$ cat src/rtl/uart_rx_frame_ctrl.sv
// Frame-level controller behind a UART receiver: SYNC, ADDR, LEN, payload, CSUM.
// Define UART_FRAME_STATS_EN to add saturating good/error frame counters.
module uart_rx_frame_ctrl #(
  parameter logic [7:0] SYNC_BYTE    = 8'hA5,
  parameter int         MAX_LEN      = 16,
  parameter int         TIMEOUT_CLKS = 4000,
  parameter int         TIMEOUT_W    = 16
) (
  input  logic        clk,
  input  logic        rst,
  input  logic [7:0]  rx_byte,
  input  logic        rx_valid,
  input  logic        rx_error,
  output logic [7:0]  data_out,
  output logic [7:0]  data_index,
  output logic        data_valid,
  output logic [7:0]  frame_addr,
  output logic        frame_done,
  output logic        frame_err,
  output logic [1:0]  err_code,
  output logic        busy
`ifdef UART_FRAME_STATS_EN
  ,
  output logic [15:0] good_cnt,
  output logic [15:0] err_cnt
`endif
);

  localparam int IDX_W = (MAX_LEN > 1) ? $clog2(MAX_LEN) : 1;
  localparam int DEPTH = 1 << IDX_W;
  localparam logic [7:0] MAX_LEN_B = 8'(MAX_LEN);
  localparam logic [TIMEOUT_W-1:0] TMO_LAST = TIMEOUT_W'(TIMEOUT_CLKS - 1);

  typedef enum logic [2:0] {
    IDLE,
    GET_ADDR,
    GET_LEN,
    GET_DATA,
    GET_CSUM,
    DRAIN
  } state_t;

  state_t state, state_next;

  logic [7:0]           addr_tmp;
  logic [7:0]           len;
  logic [7:0]           idx;
  logic [7:0]           sum;
  logic [TIMEOUT_W-1:0] tmo_cnt;
  logic [TIMEOUT_W-1:0] tmo_next;
  logic [7:0]           buf_mem [DEPTH];

  logic       in_frame;
  logic       tmo_hit;
  logic       accept;
  logic       err_fire;
  logic [1:0] err_code_next;
  logic       done_fire;
  logic       emit;
  logic       ld_addr;
  logic       ld_len;
  logic       ld_data;
  logic       csum_ok;

  // Line error outranks timeout, which outranks a byte arriving on the same edge.
  always_comb begin
    state_next    = state;
    err_fire      = 1'b0;
    err_code_next = err_code;
    done_fire     = 1'b0;
    emit          = 1'b0;
    ld_addr       = 1'b0;
    ld_len        = 1'b0;
    ld_data       = 1'b0;
    csum_ok       = 1'b0;
    tmo_next      = '0;

    in_frame = (state == GET_ADDR) || (state == GET_LEN) ||
               (state == GET_DATA) || (state == GET_CSUM);
    tmo_hit  = in_frame && !rx_valid && (tmo_cnt == TMO_LAST);
    accept   = in_frame && rx_valid && !rx_error;

    case (state)
      IDLE: begin
        if (rx_valid && (rx_byte == SYNC_BYTE)) begin
          state_next = GET_ADDR;
        end
      end
      DRAIN: begin
        if (idx == len) begin
          done_fire  = 1'b1;
          state_next = IDLE;
        end else begin
          emit = 1'b1;
        end
      end
      default: begin
        if (rx_error) begin
          err_fire      = 1'b1;
          err_code_next = 2'd3;
          state_next    = IDLE;
        end else if (tmo_hit) begin
          err_fire      = 1'b1;
          err_code_next = 2'd2;
          state_next    = IDLE;
        end else if (accept) begin
          case (state)
            GET_ADDR: begin
              ld_addr    = 1'b1;
              state_next = GET_LEN;
            end
            GET_LEN: begin
              if (rx_byte > MAX_LEN_B) begin
                err_fire      = 1'b1;
                err_code_next = 2'd1;
                state_next    = IDLE;
              end else begin
                ld_len     = 1'b1;
                state_next = (rx_byte == 8'd0) ? GET_CSUM : GET_DATA;
              end
            end
            GET_DATA: begin
              ld_data = 1'b1;
              if ((idx + 8'd1) == len) begin
                state_next = GET_CSUM;
              end
            end
            GET_CSUM: begin
              if (rx_byte == sum) begin
                csum_ok    = 1'b1;
                state_next = DRAIN;
              end else begin
                err_fire      = 1'b1;
                err_code_next = 2'd0;
                state_next    = IDLE;
              end
            end
            default: begin
            end
          endcase
        end
      end
    endcase

    if (in_frame && !accept && (state_next != IDLE) && (state_next != DRAIN)) begin
      tmo_next = tmo_cnt + 1'b1;
    end
  end

  // idx is the write pointer while collecting and the read pointer while draining.
  always_ff @(posedge clk or posedge rst) begin
    if (rst) begin
      state      <= IDLE;
      addr_tmp   <= '0;
      len        <= '0;
      idx        <= '0;
      sum        <= '0;
      tmo_cnt    <= '0;
      data_out   <= '0;
      data_index <= '0;
      data_valid <= 1'b0;
      frame_addr <= '0;
      frame_done <= 1'b0;
      frame_err  <= 1'b0;
      err_code   <= '0;
      busy       <= 1'b0;
    end else begin
      state      <= state_next;
      busy       <= (state_next != IDLE);
      tmo_cnt    <= tmo_next;
      frame_err  <= err_fire;
      frame_done <= done_fire;
      data_valid <= emit;
      if (err_fire) begin
        err_code <= err_code_next;
      end
      if (ld_addr) begin
        addr_tmp <= rx_byte;
        sum      <= rx_byte;
      end
      if (ld_len) begin
        len <= rx_byte;
        sum <= sum + rx_byte;
        idx <= '0;
      end
      if (ld_data) begin
        sum <= sum + rx_byte;
        idx <= idx + 8'd1;
      end
      if (csum_ok) begin
        frame_addr <= addr_tmp;
        idx        <= '0;
      end
      if (emit) begin
        data_out   <= buf_mem[idx[IDX_W-1:0]];
        data_index <= idx;
        idx        <= idx + 8'd1;
      end
    end
  end

  always_ff @(posedge clk) begin
    if (ld_data) begin
      buf_mem[idx[IDX_W-1:0]] <= rx_byte;
    end
  end

`ifdef UART_FRAME_STATS_EN
  // Counters follow the registered pulses, so they update one cycle after each pulse.
  always_ff @(posedge clk or posedge rst) begin
    if (rst) begin
      good_cnt <= '0;
      err_cnt  <= '0;
    end else begin
      if (frame_done && (good_cnt != 16'hFFFF)) begin
        good_cnt <= good_cnt + 16'd1;
      end
      if (frame_err && (err_cnt != 16'hFFFF)) begin
        err_cnt <= err_cnt + 16'd1;
      end
    end
  end
`else
  // Statistics counters are compiled out; the stats ports do not exist.
`endif

endmodule

$ cat config.mk
export PLATFORM = sky130hd
export DESIGN_NAME = uart_rx_frame_ctrl
export DESIGN_NICKNAME = d
export VERILOG_FILES = /design/src/rtl/uart_rx_frame_ctrl.sv
export SDC_FILE = /design/constraint.sdc
export NUM_CORES = 1
export LEC_CHECK = 0
export ABC_AREA = 1
export CAP_MARGIN = 5
export CORE_UTILIZATION = 30
export DETAILED_ROUTE_END_ITERATION = 6
export PLACE_DENSITY_LB_ADDON = 0.1
export SETUP_SLACK_MARGIN = 0.4
export SYNTH_ARGS = -nofsm -noshare
export SYNTH_HDL_FRONTEND = slang
export SYNTH_SLANG_ARGS = --single-unit
$ cat constraint.sdc
create_clock -name clk -period 3.5 [get_ports clk]
set_input_delay 0.7 -clock clk [delete_from_list [all_inputs] [get_ports clk]]
set_output_delay 0.7 -clock clk [all_outputs]
set_load 0.02 [all_outputs]
# Word level (Yosys, flattened, before mapping)
# Memory sizes are Yosys's and may differ from the RTL's. A register that Yosys moved wholly into a read port is not among the register bits.
# Cells that the tools add are included.
# word_totals
reg_bits	73
ram_bits	128
inputBits	12
output_inout_bits	30
word_cells	115
mem_count	1
# mem_list
name	words	word_bits	read_ports	rd_ports_with_merged_regs	wr	line_no	text
buf_mem	16	8	1	1	1	51	logic [7:0] buf_mem [DEPTH];
# classes
addsub	3
magnitude_cmp	1
eq_ne	13
n_mux	60
bitwise_logic	1
n_reduce_logical	23
# ops
op	count
$mux 8	7
$mux 1	34
$mux 3	9
$eq 8x8->1	3
$add 16x1->16 const B	1
$eq 16x12->1 const B	1
$mux 16	1
$pmux 3 s4	1
$mux 2	5
$reduce_bool 3->1	3
$add 8x1->8 const B	1
$add 8x8->8	1
$eq 8x8->1 const B	1
$gt 8x5->1 const B	1
$logic_and 1x1->1	8
$logic_not 8->1	1
$reduce_bool 4->1	2
$eq 3x2->1 const B	2
$eq 3x3->1 const B	2
$pmux 3 s2	1
$reduce_and 6->1	1
$ne 4x3->1 const B	1
$ne 4x4->1 const B	1
$pmux 2 s2	1
other kinds (8)	12

# Logic depth before layout (Yosys ltp)
# depth
depth_word	14
mapped_depth	20
mapped_depth_nobuf	17

# Least setup slack after synthesis
# OpenSTA, ideal clock, no wires.
# synth_path
kind	register to register
from	reg idx[0]
to	reg tmo_cnt[8]
t_arrival_ps	2480
path_slack_ps	899
stages_incl_launch_ff	20
n_path_buf	3
path_cell_list	dfrtp_1 > inv_2 > clkbuf_1 > clkbuf_1 > ha_1 > nand2_1 > nand2_1 > nor2_1 > nand3_1 > nor2_1 > nand3_1 > nand2_1 > nand2_1 > nand2_1 > nand2_2 > nor2_2 > nand3_2 > nand2_4 > buf_8 > nor2_2
# synth_via
elab_chain_cells	12
elab_cells_between_ends	15
classes_between	add/sub (1); eq/ne (3); mux (8); reduce/logical (3)
# synth_rtl
element	line_no	text
start, declared	47	logic [7:0] idx;
start signal, assigned	188	idx <= idx + 8'd1;
start signal, assigned	197	idx <= idx + 8'd1;
$add 8x1->8	124	if ((idx + 8'd1) == len) begin
$eq 8x8->1	124	
$mux 3	124	
$pmux 3 s4	107	case (state)
$mux 3	106	end else if (accept) begin
$mux 3	102	end else if (tmo_hit) begin
$mux 3	98	if (rx_error) begin
$pmux 3 s2 *	83	case (state)
net state_next[0]	43	state_t state, state_next;
$reduce_bool 3->1	145	if (in_frame && !accept && (state_next != IDLE) && (state_next != DRAIN)) begin
$logic_and 1x1->1	145	
$logic_and 1x1->1 *	145	
$mux 16 *	145	
net tmo_next[8]	50	logic [TIMEOUT_W-1:0] tmo_next;
end signal, assigned	170	tmo_cnt <= tmo_next;
end, declared	49	logic [TIMEOUT_W-1:0] tmo_cnt;
# Mark *: on every way through the listed nets, which the timed path passes. The rest lies on a longest branch.
# A chain may end at the register's enable or synchronous reset.

# Worst setup path after layout
# layout_path
from	reg idx[0]
to	reg idx[2]
# layout_via
elab_chain_cells	4
elab_cells_between_ends	8
classes_between	add/sub (1); eq/ne (1); mux (5); reduce/logical (1)
# layout_rtl
element	line_no	text
$eq 8x8->1 *	90	if (idx == len) begin
$mux 1 *	90	
$mux 1 *	83	
net emit	59	logic emit;
$reduce_bool 4->1 (no line) or $mux 8 (tied branches)	n/a	
# Marks and branches as above.

==> out/results.ini <==
[cts]
number_of_buffers_inserted_by_hold_repair_at_cts=0
path_clk_slew_ns=0.06
number_of_sinks_handled_by_clock_tree_synthesis=209
cts-root-buf=clkbuf_16
cts_max_level=1
numCtsBuffers=25
clk-insertion-delay-late_ns=0.53
tritoncts_clock_tree=built
cts_resized=0
postCtsSetupRepairBufs=0
cts_max_path_buffers=3

[logic_synthesis]
ys_async_sr_fraction=0.388
synth_top_family_by_area=simple AND/OR/NAND/NOR gates
synth_xor_area_frac=0.0229
synthesis.yosys.warnings=0
mean_instance_size_in_the_synthesized_netlist_um2=10.5
synth-edff-count=128
postSynthCellCount=877
yosys-mux-area-fraction=0.00123
synth_ff_type=edfxtp_1
synth_area_leaders=edfxtp_1 42%, dfrtp_1 22%, nand2_1 6.3%, o21ai_0 5.7%, nor2_1 5.0%
synth_top_cell_by_area=edfxtp_1
synth_seq_area_share=0.640
synth.top_cells.by_count=153 x nand2_1, 128 x edfxtp_1, 123 x nor2_1
syn-cell-area_um2=9170
synth_fp_nets=902
netlist-cell-type-count=38
yosys.area_share.adder=0.0186
synth_seq_cells=209
synth_compound_gate_area_share=0.106
netlist.area_leader.share=0.419
synthMostInstantiatedCell=nand2_1
synthSimpleGateAreaFrac=0.165

[timing]
setup_violations=0
worst_slew_margin_rel=0.424
hold_viol=0
slew_violations=0
fmax_ghz=0.375
fin_tns_setup_ns=0
worst-slew-pin-transition_ns=0.863
final.period_utilization=0.761
final.setup_skew_ns=0.0186
rsz_0062_raised_after_global_routing=no
layout_min_cycle_time_ns=2.66

[placement]
routabilityCongestion=0.783
hpwl_um=15300
post-place-cells=1319
dpl-instance-area_um2=10200
portBuffers=41

[layout]
filler_cell_count=3003
post_route_cells_drive_above_1_share=0.126
final_area_um2=11100
area_delta_synth_final_pct=20.7
fin_util=0.371
post_layout_nonfiller_instances=1365
finish.net_count=981

[floorplanning]
num_rows=63
initial_core_util=0.307
ios=42
fp.dieW_um=177
chipHeight_um=177
core-area_um2=29900
die_area_um2=31300

[job]
max_cap_violations=0

[critical_path]
path_max_fanout=66
setup.worst_path.start_class=register
critical_path.endpoint_type=register
worstPathArrival_ns=3.08
critical_path_required_ns=3.91
crit_path_category=reg2reg

[global_route]
grt_antenna_before_repair=1
grt_first_pass_wirelength_um=37500
via_count_of_the_first_global_routing_pass=6458
grt_use_total=0.157
grt_start_max_net_pins=67
grt-ovfl-total=0

[route]
post-route-drc-count=0
drtAntennaViolNets=0
detail_route.wirelength_um=23700
drt_first_pass_iters=4
routed_wire_length_per_instance_um=17.3
dr.first_iter.drc_count=421
post_drt_via_cell_ratio=4.67
num_vias=6379

[power_and_ir_drop]
ir_drop_mv=0.248
pwr_density_cell_nw_per_um2=484
power.leakage_nw=4.41

[run_status]
outcome=finished clean

[min_path]
min_path_type=reg2reg

==> area by class of cell <==
class | instances | area (um^2) | share of cell area
Antenna cell | 1 | 2.50 | 0.000226
Clock buffer | 39 | 771 | 0.0696
Clock inverter | 6 | 52.6 | 0.00475
Inverter | 74 | 279 | 0.0252
Multi-Input combinational cell | 563 | 2880 | 0.260
Sequential cell | 209 | 5870 | 0.530
Tap cell | 390 | 488 | 0.0441
Timing Repair Buffer | 83 | 726 | 0.0655
==> per-layer routing <==
layer  vias up  GRT usage  share of wire
li1       3156          -              -
met1      3127      0.212           0.48
met2        68      0.263           0.48
met3        28     0.0234          0.027
met4         0     0.0348          0.019
met5         -          0              0
==> kinds of logic after synthesis <==
logic type	after synthesis
buffers and inverters	105
multiplexers	1
flip-flops	209
AND/OR/NAND/NOR	350
adder cells (fa/ha/maj)	13
XOR/XNOR	24
AO/OA/AOI/OAI	175
==> power breakdown <==
part	internal (W)	total, W	switching, W
Sequential	0.00263	0.00264	0.00000441
Clock	0.00152	0.00255	0.00102
Combinational	0.0000571	0.000177	0.000120
==> cell usage in the layout, fill, tap and decap left out, types with 16 or more instances in the layout <==
master	n
dfrtp_1	80
nand3_1	20
inv_1	66
o22ai_1	38
buf_4	42
nor2_1	123
xor2_1	18
o21ai_0	104
nor2_2	16
clkbuf_16	27
edfxtp_1	128
nand2_1	153
clkdlybuf4s50_1	41
==> stage by stage <==
stage                     total power (W)  worst slack (ns)  hold slack [ns]
after global routing              0.00555             0.595            0.482
final                             0.00536             0.835            0.454
after floorplan                   0.00277             0.720            0.424
after detailed placement          0.00287             0.481            0.449
after CTS                         0.00546             0.802            0.456
after global placement            0.00287             0.498            0.446
==> sequential cells by signal, indices dropped and copies added, names as in the netlist, 2 cells and up <==
signal	count
buf_mem	128
tmo_cnt	16
addr_tmp	8
data_index	8
data_out	8
frame_addr	8
idx	8
len	8
sum	8
state	3
err_code	2
==> worst max-delay path, stage by stage, from the launching register on <==
cell	delay, ns
dfrtp_2	0.41
buf_4	0.58
nand2_1	0.15
a21oi_1	0.25
nand3_2	0.15
nand2_4	0.08
inv_1	0.09
nor2_1	0.51
inv_1	0.15
nand3_1	0.10
o21ai_0	0.07
==> worst paths after layout <==
kind | from | endpoint | slack [ns] | cells past startpoint
setup / recovery | idx[0] | idx[2] | 0.84 | 10
hold / removal | tmo_cnt[0] | tmo_cnt[0] | 0.45 | 1
setup reg to reg | idx[0] | idx[2] | 0.84 | 10
hold reg to reg | tmo_cnt[0] | tmo_cnt[0] | 0.45 | 1
max in group asynchronous | rst | data_out[3] | 2.11 | 3
min in group asynchronous | rst | idx[2] | 0.65 | 2
(Power assumes the default switching activity.)
